## src/rtl/amm_traffic_sched.sv

```systemverilog
// Avalon-MM traffic sequencer: write bursts, then read bursts (or either alone),
// with read bursts in flight capped at MAX_OUTST and a completion handshake to the measurement block.
module amm_traffic_sched #(
    parameter int ADDR_W      = 32,
    parameter int AMM_BURST_W = 11,
    parameter int DATA_B_W    = 64,
    parameter int MAX_OUTST   = 4
) (
    input  logic                    clk_i,
    input  logic                    rst_i,
    input  logic                    test_start_i,
    input  logic [1:0]              cfg_mode_i,
    input  logic [ADDR_W-1:0]       cfg_base_addr_i,
    input  logic [AMM_BURST_W-1:0]  cfg_burst_len_i,
    input  logic [15:0]             cfg_trans_cnt_i,
    input  logic                    meas_busy_i,
    output logic                    busy_o,
    output logic                    done_o,
    output logic                    meas_start_o,
    output logic [ADDR_W-1:0]       address_o,
    output logic                    read_o,
    output logic                    write_o,
    output logic [AMM_BURST_W-1:0]  burstcount_o,
    output logic [DATA_B_W-1:0]     byteenable_o,
    output logic [8*DATA_B_W-1:0]   writedata_o,
    input  logic                    waitrequest_i,
    input  logic                    readdatavalid_i
);

    localparam int OUT_W = $clog2(MAX_OUTST) + 1;
    localparam logic [OUT_W-1:0] OUT_MAX = OUT_W'(MAX_OUTST);

    typedef enum logic [2:0] {
        S_IDLE,
        S_WR,
        S_RD,
        S_RD_DRAIN,
        S_MEAS_WAIT
    } state_t;

    state_t                 state;
    logic [1:0]             mode_r;
    logic [ADDR_W-1:0]      base_r;
    logic [AMM_BURST_W-1:0] len_r;
    logic [15:0]            cnt_r;
    logic [AMM_BURST_W-1:0] beat_cnt;
    logic [15:0]            burst_cnt;
    logic [31:0]            beat_idx;
    logic [AMM_BURST_W-1:0] rd_beat;
    logic [OUT_W-1:0]       outst;
    logic [OUT_W-1:0]       outst_nxt;
    logic                   wait_done;

    logic                   wr_acc;
    logic                   rd_acc;
    logic                   rd_cmp;
    logic                   last_burst;
    logic [AMM_BURST_W-1:0] len_m1;
    logic [ADDR_W-1:0]      len_addr;

    assign wr_acc     = write_o && !waitrequest_i;
    assign rd_acc     = read_o && !waitrequest_i;
    assign len_m1     = len_r - AMM_BURST_W'(1);
    assign len_addr   = ADDR_W'(len_r);
    assign last_burst = (burst_cnt == cnt_r - 16'd1);
    // Beats arriving with nothing in flight are stray and must not advance rd_beat.
    assign rd_cmp     = readdatavalid_i && (outst != '0) && (rd_beat == len_m1);

    always_comb begin
        outst_nxt = outst;
        if (rd_acc && !rd_cmp) begin
            outst_nxt = outst + OUT_W'(1);
        end else if (!rd_acc && rd_cmp) begin
            outst_nxt = outst - OUT_W'(1);
        end
    end

    assign meas_start_o = !rst_i && (state == S_IDLE) && test_start_i;
    assign byteenable_o = '1;
    assign writedata_o  = {(DATA_B_W/4){beat_idx}};

    always_ff @(posedge clk_i) begin
        if (rst_i) begin
            state        <= S_IDLE;
            busy_o       <= 1'b0;
            done_o       <= 1'b0;
            read_o       <= 1'b0;
            write_o      <= 1'b0;
            address_o    <= '0;
            burstcount_o <= '0;
            beat_cnt     <= '0;
            burst_cnt    <= '0;
            beat_idx     <= '0;
            rd_beat      <= '0;
            outst        <= '0;
            wait_done    <= 1'b0;
        end else begin
            done_o <= 1'b0;
            outst  <= outst_nxt;
            if (readdatavalid_i && (outst != '0)) begin
                rd_beat <= (rd_beat == len_m1) ? '0 : rd_beat + AMM_BURST_W'(1);
            end

            case (state)
                S_IDLE: begin
                    if (test_start_i) begin
                        mode_r       <= cfg_mode_i;
                        base_r       <= cfg_base_addr_i;
                        len_r        <= cfg_burst_len_i;
                        cnt_r        <= cfg_trans_cnt_i;
                        address_o    <= cfg_base_addr_i;
                        burstcount_o <= cfg_burst_len_i;
                        beat_cnt     <= '0;
                        burst_cnt    <= '0;
                        beat_idx     <= '0;
                        wait_done    <= 1'b0;
                        busy_o       <= 1'b1;
                        if ((cfg_burst_len_i == '0) || (cfg_trans_cnt_i == '0)) begin
                            state <= S_MEAS_WAIT;
                        end else if (cfg_mode_i == 2'd1) begin
                            state  <= S_RD;
                            read_o <= 1'b1;
                        end else begin
                            state   <= S_WR;
                            write_o <= 1'b1;
                        end
                    end
                end

                S_WR: begin
                    if (wr_acc) begin
                        beat_idx <= beat_idx + 32'd1;
                        if (beat_cnt == len_m1) begin
                            beat_cnt  <= '0;
                            burst_cnt <= burst_cnt + 16'd1;
                            address_o <= address_o + len_addr;
                            if (last_burst) begin
                                write_o   <= 1'b0;
                                burst_cnt <= '0;
                                if (mode_r == 2'd0) begin
                                    state     <= S_MEAS_WAIT;
                                    wait_done <= 1'b0;
                                end else begin
                                    address_o <= base_r;
                                    state     <= S_RD;
                                    read_o    <= 1'b1;
                                end
                            end
                        end else begin
                            beat_cnt <= beat_cnt + AMM_BURST_W'(1);
                        end
                    end
                end

                S_RD: begin
                    if (rd_acc) begin
                        address_o <= address_o + len_addr;
                        burst_cnt <= burst_cnt + 16'd1;
                    end
                    // A pending request stays up under waitrequest regardless of outst.
                    if (rd_acc && last_burst) begin
                        read_o    <= 1'b0;
                        burst_cnt <= '0;
                        state     <= S_RD_DRAIN;
                    end else if (!read_o || rd_acc) begin
                        read_o <= (outst_nxt < OUT_MAX);
                    end
                end

                S_RD_DRAIN: begin
                    if (outst == '0) begin
                        state     <= S_MEAS_WAIT;
                        wait_done <= 1'b0;
                    end
                end

                S_MEAS_WAIT: begin
                    // Two cycles minimum covers the measurement block's delay-save pipeline.
                    if (!wait_done) begin
                        wait_done <= 1'b1;
                    end else if (!meas_busy_i) begin
                        done_o <= 1'b1;
                        busy_o <= 1'b0;
                        state  <= S_IDLE;
                    end
                end

                default: begin
                    state <= S_IDLE;
                end
            endcase
        end
    end

endmodule

```

## config.mk

```make
export PLATFORM = sky130hd
export DESIGN_NAME = amm_traffic_sched
export DESIGN_NICKNAME = d
export VERILOG_FILES = /design/src/rtl/amm_traffic_sched.sv
export SDC_FILE = /design/constraint.sdc
export NUM_CORES = 1
export LEC_CHECK = 0
export CORE_AREA = 2 2 266 268
export DETAILED_ROUTE_END_ITERATION = 16
export DIE_AREA = 0 0 268 270
export PLACE_DENSITY = 0.53
export SETUP_SLACK_MARGIN = 0.3
export SYNTH_ARGS = -nofsm -noshare
export SYNTH_HDL_FRONTEND = slang
export SYNTH_SLANG_ARGS = --single-unit
```

## constraint.sdc

```tcl
create_clock -name clk_i -period 5 [get_ports clk_i]
set_input_delay 1 -clock clk_i [delete_from_list [all_inputs] [get_ports clk_i]]
set_output_delay 1 -clock clk_i [all_outputs]
set_load 0.01 [all_outputs]
```

==> results.txt <==
----------------------------------------------------
[Routing]
  ANT nets after route ... 0
  Iter 0 DRT Violations ... approximately 800
  DR DRC count ... 0
  Routed wire length ... between 50 and 60 mm
  Avg WL per Cell ... 20.0 µm
  Vias after detailed routing ... 12,197
  Via-to-Cell Ratio ... 4.37
  Pre-Repair DR Iteration Count ... 5

[Clock tree]
  CTS clk-pin slew, worst paths ... 70 ps
  CTS max path bufs ... 2
  TritonCTS Buffers ... 17
  Number of setup buffers added after CTS ... 0
  H-tree depth ... 4
  CTS tree ... built
  CTS hold repair buffers ... 0
  Post-cts gate resize count ... 0
  CTS sink count ... 185
  Later-pin clock latency in the skew report ... 460 ps
  CTS root buffer ... sky130_fd_sc_hd__clkbuf_16

[GRT]
  Wire length of the first global-routing pass ... 79.3 mm
  Vias in the first global route ... ~11,000
  Total routing usage reported by global routing ... 14.7%
  Maximum number of pins on one net before global-route repair ... 62
  Global-route congestion overflow total ... 0
  Antenna violations before repair ... 3

[Critical path]
  Critical path arrival ... 4470 ps
  Family with the most delay on the worst path ... simple AND/OR/NAND/NOR gates
  Worst path max stage delay ... 750 ps
  Crit Path Max Fanout ... 12
  Critical path launch point type ... flop
  CP bufs+invs ... 1
  Crit Reg-Reg Startpoint ... len_r[3]
  Capture instance of the worst register-to-register path ... read_o
  Register-to-register setup slack ... 910 ps
  Worst-case reg-to-reg path depth ... 14
  WP data required ... ~5400 ps
  Setup Crit Path Kind ... flop to flop
  Crit path max-delay cell type ... sky130_fd_sc_hd__or4_1
  Endpoint kind of the worst setup timing path ... flop
  Number of logic stages on the critical path including buffering ... 14
  Cell-by-cell trace of the critical path ... or4_1 > nor4_2 > xor2_1 > xnor2_1 > o211ai_1 > or4_1 > nor2_1 > inv_1 > ha_1 > o21ai_0 > xnor2_1 > o31ai_1 > a31o_2 > a21oi_1

[Layout]
  Post-layout net count ... 1,927
  Cell Count, Final, Fillers Out ... roughly 2,800
  Fillers ... approximately 7,400
  Fraction of final layout cells with drive strength greater than 1 ... under 10%
  Layout-stage area growth over the synthesis result ... 28.1%

[Flow run]
  Number of max-cap violations ... 0

[Die]
  Starting density of the core ... between 20% and 30%
  Die outline area ... 0.0724 mm²
  Std-Cell Core Area ... roughly 0.070 mm²
  Top-level I/O count ... 691
  Die X ... 268 µm
  Std-Cell Rows ... 97
  Vertical die dimension ... 270 µm

[Worst hold path]
  Worst hold start ... burstcount_o[9]
  Type of the most critical hold path ... flop to flop
  Count of cells along the worst hold path ... 2
  End point of the most critical hold path ... burstcount_o[9]

[Timing]
  Worst clock skew ... 13.7 ps
  Worst max-slew margin expressed relative to the limit ... between 10% and 20%
  Post-route setup TNS ... 0 ps
  Clock period minus final worst setup slack ... just over 4000 ps
  Number of max-slew violations in the final report ... 0
  Maximum frequency from static timing analysis ... 0.245 GHz
  Final worst path period share ... 81.8%
  Transition time of the tightest slew-check pin ... 1230 ps
  Final count of hold timing violations ... 0
  Total setup violations reported at the end of the flow ... 0
  Hold Slack ... 463 ps
  Setup repair after global routing missed its margin ... no

[Synthesis]
  Share of synthesized area occupied by flip-flops and latches ... 29.8%
  Flip-flop and latch count after synthesis ... 185
  Mean area per synthesized cell ... 8.43 µm²
  Combined area of all synthesized cells ... 0.0145 mm²
  Count of flip-flops with a built-in enable after synthesis ... 61
  Ys Warns ... 0
  Count of cell types in the netlist ... 86
  Async SR Flop Fraction ... 0%
  Instance count of the mapped netlist ... about 1,700
  Most used flip-flop cell after synthesis ... sky130_fd_sc_hd__dfxtp_1

[Place]
  DP Cell Count ... 2,758
  Sum of net half-perimeters after detailed placement ... approximately 43 mm
  Number of buffers added on ports ... 626
  Global placer's final weighted congestion ... 0.857

[Power and ir drop]
  Maximum resistive drop on vdd ... 0.246 mV
  Power density over the cells ... 307 mW/mm²
  Leakage component of the power ... 6.18 nW

[Run status]
  Status ... complete, no violations

----------------------------------------------------
cells by family after synthesis:
family	share of synthesized area [%]
adder cells (fa/ha/maj)	2.04
other	0.0259
AND/OR/NAND/NOR	17.6
multiplexers	0.423
XOR/XNOR	5.99
buffers and inverters	31.4
flip-flops	29.8
AO/OA/AOI/OAI	12.7
area by class of cell:
cell class	count	area (µm²)	share of cell area (%)
clock inverter	10	75.1	0.405
timing repair buffer	655	6490	35.0
clock buffer	22	487	2.62
multi-input combinational	946	5880	31.7
sequential	185	4320	23.3
tap	940	1180	6.34
antenna	3	7.51	0.0405
inverter	32	120	0.647
synthesized netlist by cell type (25+ instances only):
library cell | n | area [µm²]
sky130_fd_sc_hd__nand3_1 | 43 | 215
sky130_fd_sc_hd__nor2_1 | 115 | 432
sky130_fd_sc_hd__edfxtp_1 | 61 | 1830
sky130_fd_sc_hd__buf_4 | 547 | 4110
sky130_fd_sc_hd__a21oi_1 | 56 | 280
sky130_fd_sc_hd__xor2_1 | 57 | 499
sky130_fd_sc_hd__xnor2_1 | 42 | 368
sky130_fd_sc_hd__and3_1 | 33 | 206
sky130_fd_sc_hd__clkbuf_1 | 49 | 184
sky130_fd_sc_hd__nand4_1 | 28 | 175
sky130_fd_sc_hd__inv_1 | 32 | 120
sky130_fd_sc_hd__nor3_1 | 31 | 155
sky130_fd_sc_hd__a211oi_1 | 25 | 188
sky130_fd_sc_hd__dfxtp_1 | 124 | 2480
sky130_fd_sc_hd__o21ai_0 | 33 | 165
sky130_fd_sc_hd__nand2_1 | 121 | 454
sequential cells by signal, summed over array words and instances (netlist names):
signal / flops
read_o: 1
burst_cnt: 16
beat_idx: 32
busy_o: 1
rd_beat: 11
done_o: 1
base_r: 32
beat_cnt: 11
mode_r: 2
len_r: 11
outst: 3
cnt_r: 16
wait_done: 1
address_o: 32
write_o: 1
state: 3
burstcount_o: 11
metal layers:
layer | wire length [µm] | part of all wire [%] | global-route usage (%) | vias to the layer above
met4 | 813 | 1.5 | 3.16 | 4
met3 | 3930 | 7.0 | 3.62 | 59
li1 | - | - | - | 5628
met1 | 24000 | 43 | 18.5 | 5935
met5 | 25 | 0.045 | 0 | -
met2 | 27100 | 49 | 25.1 | 571
report_power, final:
group / internal [mW] / total (mW) / switching, mW
Sequential: 1.79 / 2.09 / 0.293
Clock: 0.705 / 1.36 / 0.656
Combinational: 0.879 / 2.26 / 1.38
metrics by stage:
| stage | area (µm²) | util [%] | power, mW | setup slack (ps) |
|---|---|---|---|---|
| 2_1_floorplan | 14700 | - | 3.46 | 1250 |
| 3_3_place_gp | 18000 | 25.9 | 4.35 | 1020 |
| 3_5_place_dp | 18000 | 25.9 | 4.38 | 947 |
| 4_1_cts | 18500 | 26.7 | 5.75 | 941 |
| 5_1_grt | 18500 | 26.7 | 6.04 | 667 |
| 6_report | 18600 | 26.7 | 5.70 | 912 |
worst max-delay path by stage:
stage	startpoint	endpoint	slack, ps
2_1_floorplan	waitrequest_i	base_r[0]	1250
3_3_place_gp	len_r[3]	read_o	1020
3_5_place_dp	len_r[3]	read_o	950
4_1_cts	len_r[3]	read_o	940
5_1_grt	len_r[0]	read_o	670
6_report	len_r[3]	read_o	910
worst register-to-register path, cell delays in order, from the launching register on:
cell and delay, ps:
sky130_fd_sc_hd__edfxtp_1 550, sky130_fd_sc_hd__or4_1 750, sky130_fd_sc_hd__nor4_2 290, sky130_fd_sc_hd__xor2_1 290, sky130_fd_sc_hd__xnor2_1 160, sky130_fd_sc_hd__o211ai_1 90, sky130_fd_sc_hd__or4_1 480, sky130_fd_sc_hd__nor2_1 180
sky130_fd_sc_hd__inv_1 60, sky130_fd_sc_hd__ha_1 250, sky130_fd_sc_hd__o21ai_0 230, sky130_fd_sc_hd__xnor2_1 190, sky130_fd_sc_hd__o31ai_1 110, sky130_fd_sc_hd__a31o_2 260, sky130_fd_sc_hd__a21oi_1 110
cells in the final DEF (no fill, tap or decap), drive strengths merged, types with 10 or more instances in the layout:
cell type | netlist | final
a211oi | 25 | 25
a21oi | 57 | 57
a221oi | 15 | 15
a31oi | 10 | 10
a32oi | 12 | 12
and3 | 33 | 33
buf | 567 | 30
clkbuf | 51 | 22
clkdlybuf4s50 | 0 | 625
conb | 1 | 64
dfxtp | 124 | 124
edfxtp | 61 | 61
ha | 22 | 22
inv | 32 | 39
nand2 | 122 | 122
nand2b | 16 | 16
nand3 | 43 | 43
nand4 | 28 | 28
nor2 | 116 | 116
nor3 | 34 | 34
nor3b | 11 | 11
nor4 | 23 | 23
o21ai | 41 | 41
or2 | 13 | 13
or3 | 11 | 11
xnor2 | 42 | 42
xor2 | 57 | 57
Note: power is estimated with default switching activity, not from simulation.
